File: config.mk
export PLATFORM = sky130hd
export DESIGN_NAME = mc_ctrl_fsm
export DESIGN_NICKNAME = d
export VERILOG_FILES = /design/src/rtl/mc_ctrl_fsm.sv
export SDC_FILE = /design/constraint.sdc
export NUM_CORES = 1
export LEC_CHECK = 0
export CAP_MARGIN = 25
export CORE_ASPECT_RATIO = 0.75
export CORE_MARGIN = 1.5
export CORE_UTILIZATION = 42
export CTS_CLUSTER_DIAMETER = 150
export CTS_CLUSTER_SIZE = 25
export DETAILED_ROUTE_END_ITERATION = 6
export GPL_ROUTABILITY_DRIVEN = 0
export PLACE_DENSITY = 0.74
export SYNTH_ARGS = -nofsm -noshare
export SYNTH_HDL_FRONTEND = slang
export SYNTH_SLANG_ARGS = --single-unit
File: constraint.sdc
create_clock -name clk -period 2 [get_ports clk]
set_input_delay 0.2 -clock clk [delete_from_list [all_inputs] [get_ports clk]]
set_output_delay 0.2 -clock clk [all_outputs]
set_load 0.005 [all_outputs]
File: src/rtl/mc_ctrl_fsm.sv
// Multi-cycle MIPS control FSM: memory handshakes, resolved branches, precise exceptions
// and a mult/div watchdog. Define OVF_TRAP_EN to trap signed overflow on add/sub/addi.
module mc_ctrl_fsm #(
  parameter int MD_TIMEOUT = 64,
  parameter int CNT_W      = 7,
  parameter int STATE_W    = 5
) (
  input  logic               clk,
  input  logic               reset,
  input  logic [5:0]         opcode,
  input  logic [5:0]         funct,
  input  logic               mem_ready,
  input  logic               alu_zero,
  input  logic               alu_ovf,
  input  logic               md_done,
  output logic               pc_write,
  output logic               ior_d,
  output logic               mem_read,
  output logic               mem_write,
  output logic               ir_write,
  output logic               reg_write,
  output logic [1:0]         reg_dst,
  output logic               alu_src_a,
  output logic [1:0]         alu_src_b,
  output logic [3:0]         alu_op,
  output logic [2:0]         pc_source,
  output logic [1:0]         wb_src,
  output logic               hilo_write,
  output logic               mult_start,
  output logic               div_start,
  output logic               epc_write,
  output logic [1:0]         cause,
  output logic [STATE_W-1:0] state_dbg
);

  typedef enum logic [4:0] {
    FETCH    = 5'd0,  DECODE = 5'd1,  MEM_ADDR = 5'd2,  LW_READ = 5'd3,
    LW_WB    = 5'd4,  SW_WRITE = 5'd5, R_EXEC = 5'd6,   I_EXEC  = 5'd7,
    LUI      = 5'd8,  WB     = 5'd9,  BRANCH   = 5'd10, JUMP    = 5'd11,
    JAL      = 5'd12, MULT   = 5'd13, DIV      = 5'd14, MD_WAIT = 5'd15,
    MFHI     = 5'd16, MFLO   = 5'd17, EXC      = 5'd18
  } state_t;

  localparam logic [5:0] OP_R = 6'b000000, OP_J   = 6'b000010, OP_JAL  = 6'b000011,
                         OP_BEQ = 6'b000100, OP_BNE = 6'b000101, OP_ADDI = 6'b001000,
                         OP_SLTI = 6'b001010, OP_LUI = 6'b001111, OP_LW  = 6'b100011,
                         OP_SW = 6'b101011;
  localparam logic [5:0] F_JR = 6'b001000, F_MFHI = 6'b010000, F_MFLO = 6'b010010,
                         F_MULT = 6'b011000, F_DIV = 6'b011010, F_ADD  = 6'b100000,
                         F_SUB = 6'b100010, F_AND = 6'b100100, F_OR   = 6'b100101,
                         F_SLT = 6'b101010;
  localparam logic [3:0] ALU_ADD = 4'b0010, ALU_SUB = 4'b0110, ALU_AND = 4'b0000,
                         ALU_OR = 4'b0001, ALU_SLT = 4'b0111, ALU_LUI = 4'b1100;
  localparam logic [1:0] CAUSE_NONE = 2'b00, CAUSE_OVF = 2'b01, CAUSE_INV = 2'b10,
                         CAUSE_MDTO = 2'b11;
  localparam logic [CNT_W-1:0] MD_LAST = CNT_W'(MD_TIMEOUT - 1);

  state_t           state;
  logic [CNT_W-1:0] md_cnt;

  function automatic state_t dispatch(input logic [5:0] op, input logic [5:0] fn);
    state_t s;
    s = EXC;
    case (op)
      OP_R: case (fn)
        F_ADD, F_SUB, F_AND, F_OR, F_SLT: s = R_EXEC;
        F_JR:   s = JUMP;
        F_MULT: s = MULT;
        F_DIV:  s = DIV;
        F_MFHI: s = MFHI;
        F_MFLO: s = MFLO;
        default: s = EXC;
      endcase
      OP_LW, OP_SW:     s = MEM_ADDR;
      OP_ADDI, OP_SLTI: s = I_EXEC;
      OP_BEQ, OP_BNE:   s = BRANCH;
      OP_LUI:           s = LUI;
      OP_J:             s = JUMP;
      OP_JAL:           s = JAL;
      default:          s = EXC;
    endcase
    return s;
  endfunction

  function automatic logic [3:0] r_alu_op(input logic [5:0] fn);
    case (fn)
      F_SUB:   return ALU_SUB;
      F_AND:   return ALU_AND;
      F_OR:    return ALU_OR;
      F_SLT:   return ALU_SLT;
      default: return ALU_ADD;
    endcase
  endfunction

`ifndef OVF_TRAP_EN
  logic ovf_unused;
  assign ovf_unused = alu_ovf;
`endif

  // NOTE: state registers use non-blocking assignments so every flop samples pre-edge values.
  always_ff @(posedge clk or posedge reset) begin
    if (reset) begin
      state  <= FETCH;
      cause  <= CAUSE_NONE;
      md_cnt <= '0;
    end else begin
      case (state)
        FETCH:    if (mem_ready) state <= DECODE;
        DECODE: begin
          state <= dispatch(opcode, funct);
          if (dispatch(opcode, funct) == EXC) cause <= CAUSE_INV;
        end
        MEM_ADDR: state <= (opcode == OP_LW) ? LW_READ : SW_WRITE;
        LW_READ:  if (mem_ready) state <= LW_WB;
        SW_WRITE: if (mem_ready) state <= FETCH;
`ifdef OVF_TRAP_EN
        R_EXEC: begin
          if (alu_ovf && (funct == F_ADD || funct == F_SUB)) begin
            state <= EXC;
            cause <= CAUSE_OVF;
          end else begin
            state <= WB;
          end
        end
        I_EXEC: begin
          if (alu_ovf && opcode == OP_ADDI) begin
            state <= EXC;
            cause <= CAUSE_OVF;
          end else begin
            state <= WB;
          end
        end
`else
        R_EXEC, I_EXEC: state <= WB;
`endif
        LUI:       state <= WB;
        MULT, DIV: begin
          md_cnt <= '0;
          state  <= MD_WAIT;
        end
        MD_WAIT: begin
          md_cnt <= md_cnt + CNT_W'(1);
          // A completion arriving on the last allowed cycle still beats the watchdog.
          if (md_done) begin
            state <= FETCH;
          end else if (md_cnt == MD_LAST) begin
            state <= EXC;
            cause <= CAUSE_MDTO;
          end
        end
        default: state <= FETCH;
      endcase
    end
  end

  // NOTE: every output gets a default before the case so no latch can be inferred.
  always_comb begin
    pc_write   = 1'b0;
    ior_d      = 1'b0;
    mem_read   = 1'b0;
    mem_write  = 1'b0;
    ir_write   = 1'b0;
    reg_write  = 1'b0;
    reg_dst    = 2'b00;
    alu_src_a  = 1'b1;
    alu_src_b  = 2'b00;
    alu_op     = 4'b0000;
    pc_source  = 3'b000;
    wb_src     = 2'b00;
    hilo_write = 1'b0;
    mult_start = 1'b0;
    div_start  = 1'b0;
    epc_write  = 1'b0;
    // Reset must suppress every write strobe at once, even before the state flop settles.
    if (!reset) begin
      case (state)
        FETCH: begin
          mem_read  = 1'b1;
          alu_src_a = 1'b0;
          alu_src_b = 2'b01;
          alu_op    = ALU_ADD;
          ir_write  = mem_ready;
          pc_write  = mem_ready;
        end
        DECODE: begin
          alu_src_a = 1'b0;
          alu_src_b = 2'b11;
          alu_op    = ALU_ADD;
        end
        MEM_ADDR: begin
          alu_src_b = 2'b10;
          alu_op    = ALU_ADD;
        end
        LW_READ: begin
          mem_read = 1'b1;
          ior_d    = 1'b1;
        end
        LW_WB: begin
          reg_write = 1'b1;
          wb_src    = 2'b01;
        end
        SW_WRITE: begin
          mem_write = 1'b1;
          ior_d     = 1'b1;
        end
        R_EXEC: alu_op = r_alu_op(funct);
        I_EXEC: begin
          alu_src_b = 2'b10;
          alu_op    = (opcode == OP_SLTI) ? ALU_SLT : ALU_ADD;
        end
        LUI: begin
          alu_src_b = 2'b10;
          alu_op    = ALU_LUI;
        end
        WB: begin
          reg_write = 1'b1;
          reg_dst   = (opcode == OP_R) ? 2'b01 : 2'b00;
        end
        BRANCH: begin
          alu_op    = ALU_SUB;
          pc_source = 3'b001;
          pc_write  = (opcode == OP_BEQ) ? alu_zero : ~alu_zero;
        end
        JUMP: begin
          pc_write  = 1'b1;
          pc_source = (opcode == OP_R) ? 3'b011 : 3'b010;
        end
        JAL: begin
          pc_write  = 1'b1;
          pc_source = 3'b010;
          reg_write = 1'b1;
          reg_dst   = 2'b10;
          alu_src_a = 1'b0;
          alu_src_b = 2'b01;
          alu_op    = ALU_ADD;
        end
        MULT:    mult_start = 1'b1;
        DIV:     div_start  = 1'b1;
        MD_WAIT: hilo_write = md_done;
        MFHI: begin
          reg_write = 1'b1;
          reg_dst   = 2'b01;
          wb_src    = 2'b10;
        end
        MFLO: begin
          reg_write = 1'b1;
          reg_dst   = 2'b01;
          wb_src    = 2'b11;
        end
        EXC: begin
          epc_write = 1'b1;
          pc_write  = 1'b1;
          pc_source = 3'b100;
        end
        default: ;
      endcase
    end
  end

  assign state_dbg = STATE_W'(state);

endmodule

Word level (Yosys, flattened, before mapping)
Cells that the tools add are included.
Operators by class
  $add $sub $neg: 1
  equal/unequal tests: 46
  mux-type cells: 52
  bitwise operators: 1
  reduce and logical (&&, ||, !) cells: 21
Operator list (count)
  equality test 6 bit (second input constant): 7
  equality test 5 x 4 -> 1 bit (second input constant): 8
  one-hot mux 5 bit (8 select lines): 1
  one-hot mux 5 bit (7 select lines): 1
  two-way mux 5 bit: 6
  one-hot mux 5 bit (6 select lines): 1
  equality test 6 x 4 -> 1 bit (second input constant): 4
  equality test 6 x 5 -> 1 bit (second input constant): 4
  two-way mux 1 bit: 24
  one-hot mux 3 bit (4 select lines): 2
  equality test 5 x 3 -> 1 bit (second input constant): 4
  equality test 5 bit (second input constant): 4
  one-hot mux 4 bit (5 select lines): 1
  one-hot mux 2 bit (3 select lines): 3
  OR reduction 2 bit: 8
  one-hot mux 7 bit (2 select lines): 1
  equality test 6 x 2 -> 1 bit (second input constant): 2
  equality test 6 x 3 -> 1 bit (second input constant): 2
  two-way mux 2 bit: 6
  != test 2 bit (second input constant): 6
  OR reduction 3 bit: 4
  equality test 5 x 2 -> 1 bit (second input constant): 2
  OR reduction 5 bit: 2
  two-way mux 3 bit: 3
  13 further kinds: 15
Storage, ports and cells
  register bits after elaboration: 14
  bits of input ports: 18
  output and inout port bits: 31
  word-level logic and storage cells: 124

Logic depth before layout (Yosys ltp)
  depth in word-level cells: 8
  mapped depth: 7
  gate-level depth less buffers: 6

Worst setup path after synthesis
No wires, ideal clock.
  path type: register to register
  start: reg md_cnt[0]
  end: reg state[4] (netlist: state_dbg[4])
  library setup time: 63 ps
  data arrival time: 1727 ps
  required time: 1937 ps
  setup slack: 211 ps
  cell stages (with the launch flop): 7
  path buffers: 0
  period minus slack after synthesis: 1789 ps
  cell sequence: dfrtp_1 > ha_1 > nand3_2 > nor3_4 > o32ai_2 > or4b_4 > o21ba_4
Between the ends
  cells in the longest elaborated chain, start to end: 3
Ends and longest elaborated chain
  from (decl): RTL line 59  | logic [CNT_W-1:0] md_cnt;
  from (signal assigned): RTL line 142  | md_cnt <= md_cnt + CNT_W'(1);
  equality test 7 x 6 -> 1 bit: RTL line 146  | end else if (md_cnt == MD_LAST) begin
  != test 3 bit (no line)
  AND reduction 4 bit (no line)
  to (signal assigned): RTL line 110  | state <= dispatch(opcode, funct);
  to (signal assigned): RTL line 113  | MEM_ADDR: state <= (opcode == OP_LW) ? LW_READ : SW_WRITE;
  to (decl): RTL line 58  | state_t state;
No other way between the ends.
A chain may end at the register's enable or synchronous reset.

Worst setup path after layout
  start: reg state[1] (netlist: state_dbg[1])
  end: reg state[4] (netlist: state_dbg[4])
Between the ends
  cells in the longest elaborated chain, start to end: 3
  elaborated cells between the ends (all ways): 19
  those cells by class: eq/ne: 14; mux: 1; reduce/logical: 4
Ends and longest elaborated chain
  equality test 5 x 3 -> 1 bit, or another cell as far along: RTL line 107  | case (state)
  OR reduction 3 bit (no line), or another cell as far along
  one-hot mux 5 bit (8 select lines) or AND reduction 4 bit (tied branches)
Several ways; a longest one is shown, not always the timed one.

==> impl_metrics.toml <==
[die]
rows = 20
die_w_um = 78.9
ios = 49
die_height_um = 59.9
coreArea_um2 = 4100
die-area_um2 = 4720
initial_core_util_pct = 44.2

[run_status]
violations = "negative setup slack"
status = "finished, violations left"

[setup_path]
slowest_delay_ns = 0.59
worstPathMaxFanout = 8
arrival_ns = 2.19
cpMostUsedCell = "buf_4"
cp-startpoint = "state_dbg[1]"
path_buf_inv = 3
ff2ff_path_depth = 8
startpoint_type = "flip-flop"
crit_cells = 8
reg2reg_slack_ns = -0.005
critPathKind = "flip-flop to flip-flop"
worstSetupEndpointType = "flip-flop"
worstSetupEndpoint = "state_dbg[4]"
path_cells = "buf_6 > nand2_2 > buf_4 > buf_4 > or2_4 > o32ai_2 > or4b_4 > o21ba_4"
cp_top_family = "simple AND/OR/NAND/NOR gates"
r2r_start = "state_dbg[1]"
cp_slowest_cell = "or4b_4"
cp.required_ns = 2.19
worstReg2RegEnd = "state_dbg[4]"

[timing]
setup_ws_ns = -0.00525
worst_pin_slew_ns = 0.578
period_minus_slack_ns = 2.01
hold_slack_ns = 0.440
finalHoldViolations = 0
slew_viol_final = 0
fin_skew_ns = 0.00247
slew_headroom_pct = 60.5
grt_setup_unrepaired = "yes"
period_share_pct = 100
max_freq_mhz = 499
setup_viol = 1

[clock_tree]
clockRootBuffer = "clkbuf_8"
clk_pin_slew_ns = 0.05
clockBufferDepth = 2
clkLatencyLatePin_ns = 0.24
cts.sinks = 14
hold_buffers = 0
h-tree-depth = 1
cts_tree = "done"
cts_inserted_buffers = 3

[detailed_routing]
dr.pass1.iters = 5
routed-via-count = 2681
drcViolationCount = 0
routed_via_density = 6.11
drt-total-wl_um = 7450
drt_iter0_drc = 266
avgRoutedWirePerCell_um = 17.0
ant_nets = 0

[synth]
synthesis.nets = 269
synth_seq_cells = 14
synthArstFlopShare_pct = 100
synth_cell_types = 71
ys.flop_type = "dfrtp_1"
syn-instance-count = 250
syn_area_um2 = 1810
yosysSeqAreaShare_pct = 19.3
syn_area_per_cell_um2 = 7.25
synth_edf_count = 0
yosys_warnings = 0

[power_and_ir_drop]
power.leakage_nw = 1.43
powerDensity_nw_per_um2 = 1060
peakVddDrop_mv = 0.622

[global_route]
grt_first_pass_wirelength_um = 11100
grt.overflow.total = 0
first_global_vias = 2380
grt_max_degree = 15
antenna_found_initial = 0
track_usage_pct = 30.2

[placement]
dp_hpwl_um = 4840
dp_worst_setup_slack_ns = -0.615
io_buffers = 47

[finish]
drive_above_1_share_pct = 45.3
final_common_cell = "buf_4"
mostFrequentLayoutCells = "92 x buf_4, 21 x nor2_1, 19 x nand2_1, 17 x clkdlybuf4s50_1, 14 x buf_6"
multi_input_area_um2 = 1480
seq_area_um2 = 353
nNetsFinal = 405
fillCellCount = 284
area_delta_synth_final_pct = 76.6
diodes = 0

[flow_run]
max-cap-violations = 0

[worst_hold_path]
worstHoldPathType = "input pin to flip-flop"
==> per-stage QoR <==
| step | total power [mW] | std cells | setup TNS [ns] | util, % | instance area (µm²) |
|---|---|---|---|---|---|
| floorplan | 1.47 | 250 | 0 | - | 1810 |
| global placement | 2.56 | 414 | -3.62 | 69.3 | 2850 |
| detailed placement | 2.58 | 414 | -3.85 | 69.3 | 2850 |
| CTS | 3.08 | 434 | -0.231 | 75.6 | 3100 |
| global route | 3.55 | 439 | -0.223 | 78.0 | 3200 |
| finish | 3.38 | 439 | -0.00525 | 78.0 | 3200 |
==> worst reg2reg max path, stage by stage (launching register included) <==
cell	delay, ns
dfrtp_1	0.40
buf_6	0.16
nand2_2	0.07
buf_4	0.15
buf_4	0.12
or2_4	0.13
o32ai_2	0.10
or4b_4	0.59
o21ba_4	0.23
==> power breakdown <==
group	switching, mW	internal (mW)
clock	0.0925	0.133
combinational	1.30	1.47
sequential	0.0562	0.332
total	1.44	1.94
==> cells in the mapped netlist, drive strengths merged, types with 2 or more instances <==
| library cell | n | area [µm²] |
|---|---|---|
| o31ai | 4 | 30.0 |
| nor2b | 7 | 43.8 |
| inv | 4 | 15.0 |
| buf | 11 | 86.3 |
| a21oi | 14 | 70.1 |
| nor4 | 5 | 31.3 |
| a211oi | 5 | 37.5 |
| dfrtp | 14 | 350 |
| o21ai | 18 | 90.1 |
| and3 | 6 | 38.8 |
| a31oi | 8 | 50.1 |
| a2111oi | 2 | 17.5 |
| o21a | 3 | 22.5 |
| and2 | 2 | 12.5 |
| nor3 | 15 | 86.3 |
| o311ai | 2 | 17.5 |
| or2 | 4 | 27.5 |
| nor2 | 27 | 104 |
| nand2b | 4 | 25.0 |
| o211ai | 2 | 15.0 |
| clkbuf | 11 | 51.3 |
| nand4 | 6 | 37.5 |
| xor2 | 3 | 26.3 |
| o41ai | 2 | 17.5 |
| a22oi | 2 | 15.0 |
| a21o | 2 | 15.0 |
| o32ai | 2 | 25.0 |
| or3 | 5 | 36.3 |
| nand3 | 8 | 45.0 |
| nand3b | 2 | 15.0 |
| nor3b | 6 | 50.1 |
| nand2 | 20 | 77.6 |
==> flip-flops by register name, summed over array words and instances (netlist names) <==
signal,cells
md_cnt,7
state_dbg,5
cause,2
==> how the worst min path moves through the flow <==
| stage | startpoint | end | slack (ns) | cells after the start |
|---|---|---|---|---|
| floorplan | reset | cause[0] | 0.10 | 1 |
| global placement | cause[1] | cause[1] | 0.46 | 1 |
| detailed placement | cause[1] | cause[1] | 0.48 | 1 |
| CTS | opcode[5] | state_dbg[3] | 0.46 | 4 |
| global route | opcode[4] | state_dbg[3] | 0.48 | 4 |
| finish | opcode[4] | state_dbg[3] | 0.44 | 4 |
==> cell type report <==
type,instances,area share [%]
inverters,5,0.586
clock buffers,3,1.29
well taps,55,2.15
multi-input cells,209,46.2
flip-flops and latches,14,11.0
repair buffers,153,38.7
==> metal layers <==
metal  vias to the layer above  global-route usage (%)  share of wire [%]
li1                       1219                       -                  -
met1                      1305                    41.8                 43
met2                       143                    48.5                 46
met3                        14                    5.50                9.2
met4                         0                    8.52                1.5
met5                         -                       0                  0
==> logic make-up after synthesis <==
kind of cell | Yosys count | share of synthesized area [%]
AOI/OAI and AO/OA | 80 | 30.7
xor gates and xnor gates | 3 | 1.45
adders and majority gates | 1 | 0.690
buffers and inverters | 27 | 8.63
DFF | 14 | 19.3
muxes | 2 | 1.17
and+or+nand+nor | 123 | 38.0
==> timing repair <==
| action | in CTS | in global routing |
|---|---|---|
| buffers inserted | 19 | 6 |
| setup endpoints to repair | 26 | 20 |
| pin swaps | 12 | 22 |
| hold endpoints to repair | 0 | 0 |
| resized for setup | 86 | 37 |
Note: power is estimated with default switching activity, not from simulation.
